## src/rtl/tdm_pkg.sv

```systemverilog
// ----------------------------------------------------------------------------
// tdm_pkg : shared state encoding and channel defaults for tdm_scheduler. Rev 1.0
// ----------------------------------------------------------------------------
`default_nettype none

package tdm_pkg;

  localparam int NUM_CH = 4;

  typedef enum logic [1:0] {
    ST_IDLE  = 2'd0,
    ST_SLOT  = 2'd1,
    ST_GUARD = 2'd2
  } state_t;

  function automatic logic [7:0] def_len(input logic [1:0] ch);
    case (ch)
      2'd0:    return 8'd143;
      2'd1:    return 8'd110;
      2'd2:    return 8'd77;
      default: return 8'd44;
    endcase
  endfunction

endpackage

`default_nettype wire

```

## src/rtl/tdm_scheduler_rr_pick4.sv

```systemverilog
// ----------------------------------------------------------------------------
// rr_pick4 : first set bit of a 4-bit mask, searching circularly from start_i. Rev 1.0
// ----------------------------------------------------------------------------
`default_nettype none

module rr_pick4
  import tdm_pkg::*;
(
  input  logic [NUM_CH-1:0] mask_i,
  input  logic [1:0]        start_i,
  output logic [1:0]        idx_o,
  output logic              found_o
);

  logic [1:0] cand;

  always_comb begin
    idx_o   = '0;
    found_o = 1'b0;
    cand    = start_i;
    for (int i = 0; i < NUM_CH; i++) begin
      cand = start_i + 2'(i);
      if (!found_o && mask_i[cand]) begin
        idx_o   = cand;
        found_o = 1'b1;
      end
    end
  end

endmodule

`default_nettype wire

```

## src/rtl/tdm_scheduler.sv

```systemverilog
// ----------------------------------------------------------------------------
// tdm_scheduler : 4-channel TDM slot scheduler with guard gaps and symbol tick. Rev 1.0
// ----------------------------------------------------------------------------
`default_nettype none

module tdm_scheduler
  import tdm_pkg::*;
#(
  parameter int GUARD   = 2,
  parameter int SYM_LEN = 13
) (
  input  logic              sysclk,
  input  logic              rst_n,
  input  logic              run,
  input  logic [NUM_CH-1:0] ch_en,
  input  logic              cfg_we,
  input  logic [1:0]        cfg_sel,
  input  logic [7:0]        cfg_len,
  output logic [1:0]        slot_sel,
  output logic              slot_valid,
  output logic              slot_start,
  output logic              frame_start,
  output logic [7:0]        rom_addr,
  output logic              sym_tick
);

  state_t      state_q, state_d;
  logic [7:0]  len_q [NUM_CH];
  logic [7:0]  cur_len_q, cur_len_d;
  logic [1:0]  ptr_q, ptr_d;
  logic [3:0]  gcnt_q, gcnt_d;
  logic [3:0]  sym_cnt_q, sym_cnt_d;
  logic [1:0]  sel_q, sel_d;
  logic        valid_q, valid_d;
  logic        sstart_q, sstart_d;
  logic        fstart_q, fstart_d;
  logic [7:0]  addr_q, addr_d;
  logic        tick_q, tick_d;
  logic        arm_q;
  logic        sel_now;

  logic [NUM_CH-1:0] elig;
  logic [1:0]        pick_idx;
  logic              pick_found;

  always_comb begin
    for (int i = 0; i < NUM_CH; i++) begin
      elig[i] = ch_en[i] && (len_q[i] != 8'd0);
    end
  end

  rr_pick4 u_pick (
    .mask_i  (elig),
    .start_i (ptr_q),
    .idx_o   (pick_idx),
    .found_o (pick_found)
  );

  // A write that coincides with a selection is seen by the following one only.
  always_ff @(posedge sysclk or negedge rst_n) begin
    if (!rst_n) begin
      for (int i = 0; i < NUM_CH; i++) begin
        len_q[i] <= def_len(2'(i));
      end
    end else if (cfg_we) begin
      len_q[cfg_sel] <= cfg_len;
    end
  end

  always_comb begin
    state_d   = state_q;
    ptr_d     = ptr_q;
    gcnt_d    = gcnt_q;
    cur_len_d = cur_len_q;
    sel_d     = sel_q;
    valid_d   = 1'b0;
    sstart_d  = 1'b0;
    fstart_d  = 1'b0;
    addr_d    = '0;
    sym_cnt_d = '0;
    tick_d    = 1'b0;
    sel_now   = 1'b0;

    case (state_q)
      ST_IDLE: sel_now = run && arm_q;
      ST_SLOT: begin
        if (addr_q == cur_len_q - 8'd1) begin
          if (GUARD == 0) begin
            sel_now = 1'b1;
          end else begin
            state_d = ST_GUARD;
            gcnt_d  = '0;
          end
        end else begin
          valid_d = 1'b1;
          addr_d  = addr_q + 8'd1;
        end
      end
      ST_GUARD: begin
        if (gcnt_q == 4'(GUARD - 1)) begin
          sel_now = 1'b1;
        end else begin
          gcnt_d = gcnt_q + 4'd1;
        end
      end
      default: state_d = ST_IDLE;
    endcase

    if (sel_now) begin
      if (pick_found) begin
        state_d   = ST_SLOT;
        sel_d     = pick_idx;
        cur_len_d = len_q[pick_idx];
        ptr_d     = pick_idx + 2'd1;
        valid_d   = 1'b1;
        sstart_d  = 1'b1;
        fstart_d  = (state_q == ST_IDLE) || (pick_idx <= sel_q);
      end else begin
        state_d = ST_IDLE;
        sel_d   = '0;
      end
    end

    // Symbol counter restarts at 0 on the first active cycle after IDLE.
    if ((state_d != ST_IDLE) && (state_q != ST_IDLE)) begin
      sym_cnt_d = (sym_cnt_q == 4'(SYM_LEN - 1)) ? 4'd0 : sym_cnt_q + 4'd1;
    end
    tick_d = (state_d != ST_IDLE) && (sym_cnt_d == 4'(SYM_LEN - 1));

    if (!run) begin
      state_d   = ST_IDLE;
      ptr_d     = '0;
      gcnt_d    = '0;
      sel_d     = '0;
      valid_d   = 1'b0;
      sstart_d  = 1'b0;
      fstart_d  = 1'b0;
      addr_d    = '0;
      sym_cnt_d = '0;
      tick_d    = 1'b0;
    end
  end

  always_ff @(posedge sysclk or negedge rst_n) begin
    if (!rst_n) begin
      state_q   <= ST_IDLE;
      cur_len_q <= '0;
      ptr_q     <= '0;
      gcnt_q    <= '0;
      sym_cnt_q <= '0;
      sel_q     <= '0;
      valid_q   <= 1'b0;
      sstart_q  <= 1'b0;
      fstart_q  <= 1'b0;
      addr_q    <= '0;
      tick_q    <= 1'b0;
      arm_q     <= 1'b0;
    end else begin
      state_q   <= state_d;
      cur_len_q <= cur_len_d;
      ptr_q     <= ptr_d;
      gcnt_q    <= gcnt_d;
      sym_cnt_q <= sym_cnt_d;
      sel_q     <= sel_d;
      valid_q   <= valid_d;
      sstart_q  <= sstart_d;
      fstart_q  <= fstart_d;
      addr_q    <= addr_d;
      tick_q    <= tick_d;
      arm_q     <= 1'b1;
    end
  end

  assign slot_sel    = sel_q;
  assign slot_valid  = valid_q;
  assign slot_start  = sstart_q;
  assign frame_start = fstart_q;
  assign rom_addr    = addr_q;
  assign sym_tick    = tick_q;

endmodule

`default_nettype wire
```

## config.mk

```make
export PLATFORM = sky130hd
export DESIGN_NAME = tdm_scheduler
export DESIGN_NICKNAME = d
export VERILOG_FILES = /design/src/rtl/tdm_pkg.sv /design/src/rtl/tdm_scheduler_rr_pick4.sv /design/src/rtl/tdm_scheduler.sv
export SDC_FILE = /design/constraint.sdc
export NUM_CORES = 1
export LEC_CHECK = 0
export ABC_CLOCK_PERIOD_IN_PS = 4300
export CAP_MARGIN = 20
export CORE_MARGIN = 2
export CORE_UTILIZATION = 30
export CTS_BUF_LIST = sky130_fd_sc_hd__clkbuf_4 sky130_fd_sc_hd__clkbuf_8 sky130_fd_sc_hd__clkbuf_16
export CTS_CLUSTER_DIAMETER = 50
export DETAILED_ROUTE_END_ITERATION = 6
export GPL_TIMING_DRIVEN = 0
export PLACE_DENSITY = 0.47
export SYNTH_ARGS = -nofsm -noshare
export SYNTH_HDL_FRONTEND = slang
export SYNTH_SLANG_ARGS = --single-unit
```

## constraint.sdc

```tcl
create_clock -name sysclk -period 4.3 [get_ports sysclk]
set_input_delay 1.075 -clock sysclk [delete_from_list [all_inputs] [get_ports sysclk]]
set_output_delay 1.075 -clock sysclk [all_outputs]
set_load 0.01 [all_outputs]
```

Word level (Yosys, flattened, before mapping) --
Cells that the tools add are included.
Cells by class: bitwise logic cells 2, reductions and logical operators 26, add/subtract/negate cells 8, equality and inequality tests 11, muxes and demuxes 57, magnitude comparators 8
Operators by type and width (number):
- two-way mux 8 bit | 6
- bitwise mux 32 bit | 1
- nonzero test 8 bit | 4
- two-way mux 2 bit | 13
- two-way mux 4 bit | 6
- two-way mux 1 bit | 22
- binary-select mux 8 bit (select 2 bit) | 1
- demux 8 bit (select 2 bit) | 1
- less-than comparator 2 x 3 -> 1 bit (second input constant) | 4
- logical AND 1 bit | 11
- adder 4 x 1 -> 4 bit (second input constant) | 2
- adder 8 x 1 -> 8 bit (second input constant) | 1
- binary-select mux 1 bit (select 2 bit) | 4
- == test 4 bit (second input constant) | 2
- == test 8 bit | 1
- one-hot mux 4 bit (2 select lines) | 1
- subtractor 8 x 1 -> 8 bit (second input constant) | 1
- >= comparator 3 bit (second input constant) | 2
- inequality test 3 bit (second input constant) | 2
- NOT 2 -> 3 bit | 2
- adder 2 x 1 -> 2 bit (second input constant) | 2
- adder 2 bit (second input constant) | 2
- == test 4 x 1 -> 1 bit (second input constant) | 1
- inequality test 2 x 1 -> 1 bit (second input constant) | 2
- 14 further kinds | 18
Storage, ports and cells: output and inout bits 14, logic and storage cells 128, bits of input ports 18, flip-flop bits (word level) 67

Longest topological paths before layout --
Gate-level depths: netlist of run 1.
word-level depth 22, depth in mapped cells 10, gate-level depth less buffers 8

Hierarchy --
Synthesis of run 1 repeated with hierarchy kept, for this count alone.
Unflattened totals: cells, all modules 286, area, all modules 3434.5 sq um
By module, submodules not included:
- tdm_scheduler | cells an instance 271, area each 3357.0 sq um, sequential area each 1697.9 sq um, times used 1
- rr_pick4 | cells an instance 15, area each 77.6 sq um, sequential area each 0.0 sq um, times used 1

Least setup slack after synthesis of run 1 --
No wires, ideal clock.
path type input port to flip-flop, from in ch_en[1], to reg fstart_q (netlist: frame_start), arrival 2.465 ns, stages 9, buffers on the path 2, slack 1.717 ns, library setup time 0.119 ns, required time 4.181 ns, path through o21a_1 -> or3_1 -> clkbuf_1 -> nand3_1 -> buf_4 -> ha_1 -> nand2_1 -> o21ai_0 -> o21a_1
On the way: longest elaborated chain between the ends 18, elaborated cells on any way between the ends 28, classes of those cells 1 x order compare; 19 x mux; 8 x reduce/logical
Ends and longest elaborated chain:
- from (decl) | RTL line tdm_scheduler.sv:15 | input logic [NUM_CH-1:0] ch_en,
- logical AND 1 bit * | RTL line tdm_scheduler.sv:48 | elig[i] = ch_en[i] && (len_q[i] != 8'd0);
- binary-select mux 1 bit (select 2 bit) | RTL line tdm_scheduler_rr_pick4.sv:23 | if (!found_o && mask_i[cand]) begin
- two-way mux 1 bit (implied by the code) | RTL line tdm_scheduler_rr_pick4.sv:23
- two-way mux 1 bit | RTL line tdm_scheduler_rr_pick4.sv:23
- logical NOT 1 bit | RTL line tdm_scheduler_rr_pick4.sv:23
- logical AND 1 bit | RTL line tdm_scheduler_rr_pick4.sv:23
- two-way mux 1 bit | RTL line tdm_scheduler_rr_pick4.sv:23
- logical NOT 1 bit | RTL line tdm_scheduler_rr_pick4.sv:23
- [3 not listed]
- logical AND 1 bit | RTL line tdm_scheduler_rr_pick4.sv:23
- two-way mux 2 bit | RTL line tdm_scheduler_rr_pick4.sv:23
- less-or-equal comparator 2 bit | RTL line tdm_scheduler.sv:117 | fstart_d = (state_q == ST_IDLE) || (pick_idx <= sel_q);
- logical OR 1 bit | RTL line tdm_scheduler.sv:117
- two-way mux 1 bit * | RTL line tdm_scheduler.sv:110 | if (pick_found) begin
- two-way mux 1 bit * | RTL line tdm_scheduler.sv:109 | if (sel_now) begin
- two-way mux 1 bit * | RTL line tdm_scheduler.sv:130 | if (!run) begin
- net fstart_d | RTL line tdm_scheduler.sv:36 | logic fstart_q, fstart_d;
- to (signal assigned) | RTL line tdm_scheduler.sv:167 | fstart_q <= fstart_d;
- to (decl) | RTL line tdm_scheduler.sv:36
The timed path passes the listed nets; every way through them passes the cells marked *. The select of a mux whose other input is x is not followed. A chain may end at the register's enable or synchronous reset.

Worst setup path in the final report of run 1 --
from in ch_en[3], to reg fstart_q (netlist: frame_start)
The elaborated chain is that of the path after synthesis.

==> results of run 1 <==
cell type report:
type                    count  area, µm²  area share
clock inverters             2       35.0     0.00791
plain buffers               9       40.0     0.00904
inverters                  20       75.1      0.0170
clock buffers              14        275      0.0622
well taps                 147        184      0.0415
multi-input cells         243       1810       0.409
flip-flops and latches     67       1700       0.384
repair buffers             31        308      0.0695
worst max path at each step:
stage	slack, ns	end	cells after the start
after floorplan	1.72	frame_start	9
after global placement	-0.17	len_q[1]	1
after detailed placement	0.82	frame_start	10
after CTS	1.15	frame_start	10
after global routing	0.99	cur_len_q[4]	7
final	1.13	frame_start	10
metal layers:
layer,up-vias,routed length [µm],track usage
li1,1335,-,-
met1,1304,3960,0.180
met2,53,3850,0.223
met3,8,359,0.0446
met4,0,100,0.0390
met5,-,0,0
cell families (layout without fill, tap and decap cells):
logic type,Yosys count,in the layout,synth area share
buffers and inverters,29,76,0.0318
DFF,67,67,0.469
muxes,38,38,0.115
and+or+nand+nor,86,86,0.135
other,1,1,0.00104
AOI/OAI and AO/OA,94,94,0.181
xor gates and xnor gates,16,16,0.0387
adders and majority gates,8,8,0.0277
worst max-delay path, cell delays in order:
cell,delay (ns)
clkdlybuf4s50_1,0.60
o21a_1,0.33
o221a_2,0.23
buf_2,0.18
nand3_1,0.09
buf_4,0.22
ha_1,0.28
nand2_1,0.08
o21ai_0,0.09
o21a_1,0.19
synthesized netlist by cell type (2+ instances only):
| cell | count |
|---|---|
| buf_2 | 2 |
| clkbuf_1 | 6 |
| mux2_2 | 30 |
| o31ai_1 | 3 |
| o21a_1 | 5 |
| nor3b_1 | 2 |
| nand3_1 | 8 |
| or3_1 | 5 |
| inv_1 | 20 |
| a31oi_1 | 10 |
| o21ai_1 | 3 |
| or4_1 | 9 |
| mux2i_1 | 8 |
| nand2_1 | 18 |
| xnor2_1 | 10 |
| o21ai_0 | 19 |
| a21boi_0 | 2 |
| xor2_1 | 6 |
| nor2_1 | 15 |
| and2_1 | 4 |
| a21oi_1 | 16 |
| dfstp_2 | 17 |
| nand2b_1 | 3 |
| ha_1 | 8 |
| dfrtp_1 | 50 |
| and3_1 | 5 |
| nor3_1 | 2 |
| nand3b_1 | 4 |
| o221ai_1 | 2 |
| o21ai_2 | 2 |
| o211ai_1 | 14 |
| o21bai_1 | 2 |
| nor2b_1 | 3 |
per-stage QoR:
step	hold WS (ns)	TNS, ns
floorplan	0.453	0
global placement	0.480	-8.37
detailed placement	0.488	0
CTS	0.495	0
global route	0.522	0
finish	0.493	0
registers in the layout, summed over array words and instances (netlist names), 2 cells and up:
register   cells
state_q        2
rom_addr       8
slot_sel       2
gcnt_q         4
cur_len_q      8
ptr_q          2
len_q         32
sym_cnt_q      4
power by group:
part	leakage (nW)	internal (mW)	switching, mW	total, mW
combinational	0.804	0.208	0.234	0.442
sequential	0.828	0.748	0.0836	0.831
clock	0.157	0.499	0.264	0.764
==> impl_metrics.toml, run 1 <==
[hold_path]
whs_endpoint = "sym_cnt_q[0]"
min_path_cells = 1
min_path_type = "flop to flop"
min-delay-start = "sym_cnt_q[0]"

[worst_setup_path]
path_class = "input port to flop"
startpoint_type = "input port"
cp-startpoint = "ch_en[3]"
crit_fanout = 9
reg2reg_depth = 10
critPathCaptureType = "flop"
arrival_ns = 3.38
required_ns = 4.52
r2r-end = "frame_start"
r2r_setup_slack_ns = 1.43
rr_startpoint = "len_q[20]"

[clock_tree]
clkTransAtPathRegs_ns = 0.05
post_cts_resized = 0
clockRootBuffer = "clkbuf_16"
clk_path_buf_depth = 2
cts_tree = "yes"
numClockSinks = 67
cts_buffers = 9
cts_setup_buffers = 0
clk_latency_ns = 0.33
htreeDepth = 3
ctsHoldBuffers = 0

[final_layout]
fill_cells = 1233
layout_commonest_cell = "dfrtp_1"
diodes = 0
syn_to_final_growth_pct = 22.3
layout.cells.non_filler = 533
final_net_count = 407
drive_gt1_frac = 0.207
final_util = 0.372
fin_area_um2 = 4430
mostFrequentLayoutCells = "dfrtp_1 (50), mux2_2 (30), clkdlybuf4s50_1 (30), inv_1 (20), o21ai_0 (19)"

[die]
die-width_um = 114
initial_core_util = 0.304
dieArea_um2 = 13000
io_pins = 32
num_rows = 40
core_area_um2 = 11900
dieHeight_um = 114

[logic_synthesis]
synth_fp_nets = 365
yosysWarnings = 0
synth_top_area_cell = "dfrtp_1"
synth_cell_types = 59
ys.flop_type = "dfrtp_1"
synth_area_leaders = "dfrtp_1 (35%), dfstp_2 (12%), mux2_2 (9.3%)"
syn_area_per_cell_um2 = 10.7
synth_edf_count = 0
synthArstFlopShare = 1.00
synth_seq_cells = 67
netlist_area_um2 = 3620
synth_top_area_share = 0.346
synthCells = 339
seq_area_frac_synth = 0.469

[place]
io_buffer_count = 31
post_dp_cell_area_um2 = 4120
post-place-ws_ns = 0.821
dp_cells = 517
dp_hpwl_mm = 6.11
gp_congestion = 0.880

[route]
avgRoutedWirePerCell_um = 15.5
route.detailed.drc = 0
drt_iter0_drc = 142
vias_per_cell = 5.07
vias = 2700
antenna_left = 0
finalWirelength_mm = 8.26
drtPass1Iterations = 4

[timing]
fin_ws_ns = 1.13
clock_skew_ns = 0.00795
post-route-period-util = 0.737
slew_viol_final = 0
tightestPinTransition_ns = 0.862
finalSetupViolCount = 0
slew-limit-headroom = 0.426
final-hold-violation-count = 0
clock.fmax_ghz = 0.316
period_minus_slack_ns = 3.17
rsz0062_at_grt = "no"

[global_routing]
antenna_found_initial = 0
first_global_vias = 2666
grt_usage = 0.139
grt_max_degree = 68
overflow = 0
grt_first_pass_wirelength_mm = 13.9

[job]
drv_cap = 0

[power_and_ir_drop]
p_leak_nw = 1.79
vdd_drop_max_mv = 0.186
fin_total_pwr_mw = 2.04
power_density_nw_per_um2 = 460

[outcome]
status = "finished, final reports clean"
(Power assumes the default switching activity.)
==> inputs of run 2 (changes only) <==
--- a/config.mk
+++ b/config.mk
@@ -5,7 +5,7 @@
 export SDC_FILE = /design/constraint.sdc
 export NUM_CORES = 1
 export LEC_CHECK = 0
-export ABC_CLOCK_PERIOD_IN_PS = 4300
+export ABC_CLOCK_PERIOD_IN_PS = 2550
 export CAP_MARGIN = 20
 export CORE_MARGIN = 2
 export CORE_UTILIZATION = 30
@@ -13,7 +13,7 @@
 export CTS_CLUSTER_DIAMETER = 50
 export DETAILED_ROUTE_END_ITERATION = 6
 export GPL_TIMING_DRIVEN = 0
-export PLACE_DENSITY = 0.47
+export PLACE_DENSITY = 0.49
 export SYNTH_ARGS = -nofsm -noshare
 export SYNTH_HDL_FRONTEND = slang
 export SYNTH_SLANG_ARGS = --single-unit
==> constraint.sdc (replaced) <==
create_clock -name sysclk -period 2.55 [get_ports sysclk]
set_input_delay 0.6375 -clock sysclk [delete_from_list [all_inputs] [get_ports sysclk]]
set_output_delay 0.6375 -clock sysclk [all_outputs]
set_load 0.01 [all_outputs]
==> run 2 against run 1 <==
Sequential share of layout area down 2.6 points. Global-route usage is 0.11 points higher. Cell count increased by 3.8%. Power up 76%. Core utilization rose by 2.7 points. Routed wire length rose by 3.2%. Flip-flop and latch count is the same. Non-clock buffer count up 19. Clock-buffer cell count is 2 lower. Critical endpoint unchanged. Largest power group unchanged.
==> impl_metrics.toml, run 2 (synthesized netlist as in run 1, its figures left out) <==
[job]
drv_cap = 0

[outcome]
status = "finished, final reports clean"

[die]
dieHeight_um = 114
dieArea_um2 = 13000
num_rows = 40
core_area_um2 = 11900
initial_core_util = 0.304
io_pins = 32
die-width_um = 114

[global_routing]
grt_util_met3 = 0.0329
antenna_found_initial = 0
overflow = 0
grtUsageMet2 = 0.222
grt_first_pass_wirelength_mm = 14.2
grt_usage = 0.140
busiest_layer = "met2"
use_met1 = 0.185
first_global_vias = 2727
grt_max_degree = 68

[worst_setup_path]
path_class = "flop to flop"
cp_top_family = "compound AO/OA/AOI/OAI gates"
path_cells = "or4_4 > o21a_4 > buf_4 > a211oi_2 > nor3_4 > ha_1 > nand2_1 > o21ai_0 > o21a_1"
critPathCaptureType = "flop"
crit_fanout = 6
arrival_ns = 2.74
critical_path_buf_inv_count = 1
cpPeakStageDelay_ns = 0.54
crit_slowest_cell = "or4_4"
required_ns = 2.78
startpoint_type = "flop"

[route]
drt_iter0_drc = 134
route.detailed.drc = 0
vias_per_cell = 5.04
finalWirelength_mm = 8.53
antenna_left = 0
avgRoutedWirePerCell_um = 15.4
drtPass1Iterations = 4
vias = 2786

[timing]
period_minus_slack_ns = 2.51
finalSetupViolCount = 0
clock.fmax_ghz = 0.399
final-hold-violation-count = 0
clock_skew_ns = 0.00939
slew-limit-headroom = 0.427
timing.hold.ws_ns = 0.415
slew_viol_final = 0
post-route-period-util = 0.984
tightestPinTransition_ns = 0.860
fin_ws_ns = 0.0415
rsz0062_at_grt = "yes"

[final_layout]
regMostFlops = "len_q"
largest_reg_flops = 32
final_net_count = 427
layout.cells.non_filler = 553
mostFrequentLayoutCells = "dfrtp_1 (49), mux2_2 (30), clkdlybuf4s50_1 (30), buf_4 (22), o21ai_0 (19)"
diodes = 0
syn_to_final_growth_pct = 31.2
drive_gt1_frac = 0.315
layout_commonest_cell = "dfrtp_1"

[power_and_ir_drop]
power_density_nw_per_um2 = 756
vdd_drop_max_mv = 0.379
p_leak_nw = 1.90

[clock_tree]
clkTransAtPathRegs_ns = 0.06
clockRootBuffer = "clkbuf_16"
clk_latency_ns = 0.34
numClockSinks = 67
cts_tree = "yes"
clk_path_buf_depth = 2
htreeDepth = 3
cts_buffers = 9
ctsHoldBuffers = 0

[hold_path]
min_path_type = "input port to asynchronous set/reset pin"

[place]
post-place-ws_ns = -0.454
io_buffer_count = 31
dp_hpwl_mm = 5.98
dp_cells = 517
gp_congestion = 0.886
==> run 2: changes by cell type in the layout (fill, tap and decap cells not counted), sizes merged <==
cell,previous run,this run
o211ai,16,17
clkinvlp,0,2
clkbuf,20,17
bufinv,1,0
buf,4,24
clkinv,1,2
==> run 2: cell type report <==
type                    count  area (µm²)
fillers                  1174        7160
clock inverters             4        25.0
multi-input cells         244        1990
well taps                 147         184
flip-flops and latches     67        1700
repair buffers             52         465
clock buffers              12         265
plain buffers               7        42.5
inverters                  20        75.1
==> run 2: repair_timing <==
action                                 4_1_cts  5_1_grt
gates cloned                                 1        0
setup endpoints to repair                   25       26
gates resized for setup                     21       18
endpoints found under the hold margin        0        0
setup buffers                                2       19
pin swaps                                   10       17
==> run 2: layer usage <==
layer	wire length, µm	vias to the layer above
met2	3920	46
met4	143	0
met5	0	-
li1	-	1388
met3	280	12
met1	4180	1340
==> run 2: power breakdown <==
group | total [mW] | internal, mW | switching, mW
registers | 1.41 | 1.26 | 0.152
clock network | 1.21 | 0.736 | 0.477
logic | 0.966 | 0.488 | 0.477
==> run 2: metrics by stage <==
| stage | util | TNS [ns] | cell area (µm²) | power [mW] |
|---|---|---|---|---|
| finish | 0.399 | 0 | 4750 | 3.59 |
| global route | 0.399 | -0.180 | 4750 | 3.80 |
| CTS | 0.380 | -0.131 | 4520 | 3.51 |
| detailed placement | 0.346 | -8.03 | 4120 | 2.17 |
| global placement | 0.345 | -95.37 | 4110 | 2.15 |
| floorplan | - | 0 | 3620 | 1.93 |
==> run 2: worst paths after layout <==
path / slack, ns / depth (start not counted) / endpoint / startpoint
max in group asynchronous: 1.54 / 1 / cur_len_q[2] / rst_n
max: 0.04 / 9 / frame_start / len_q[4]
max reg2reg: 0.04 / 9 / frame_start / len_q[4]
min: 0.41 / 1 / rom_addr[6] / rst_n
min in group sysclk: 0.50 / 1 / sym_cnt_q[0] / sym_cnt_q[0]
min reg2reg: 0.50 / 1 / sym_cnt_q[0] / sym_cnt_q[0]
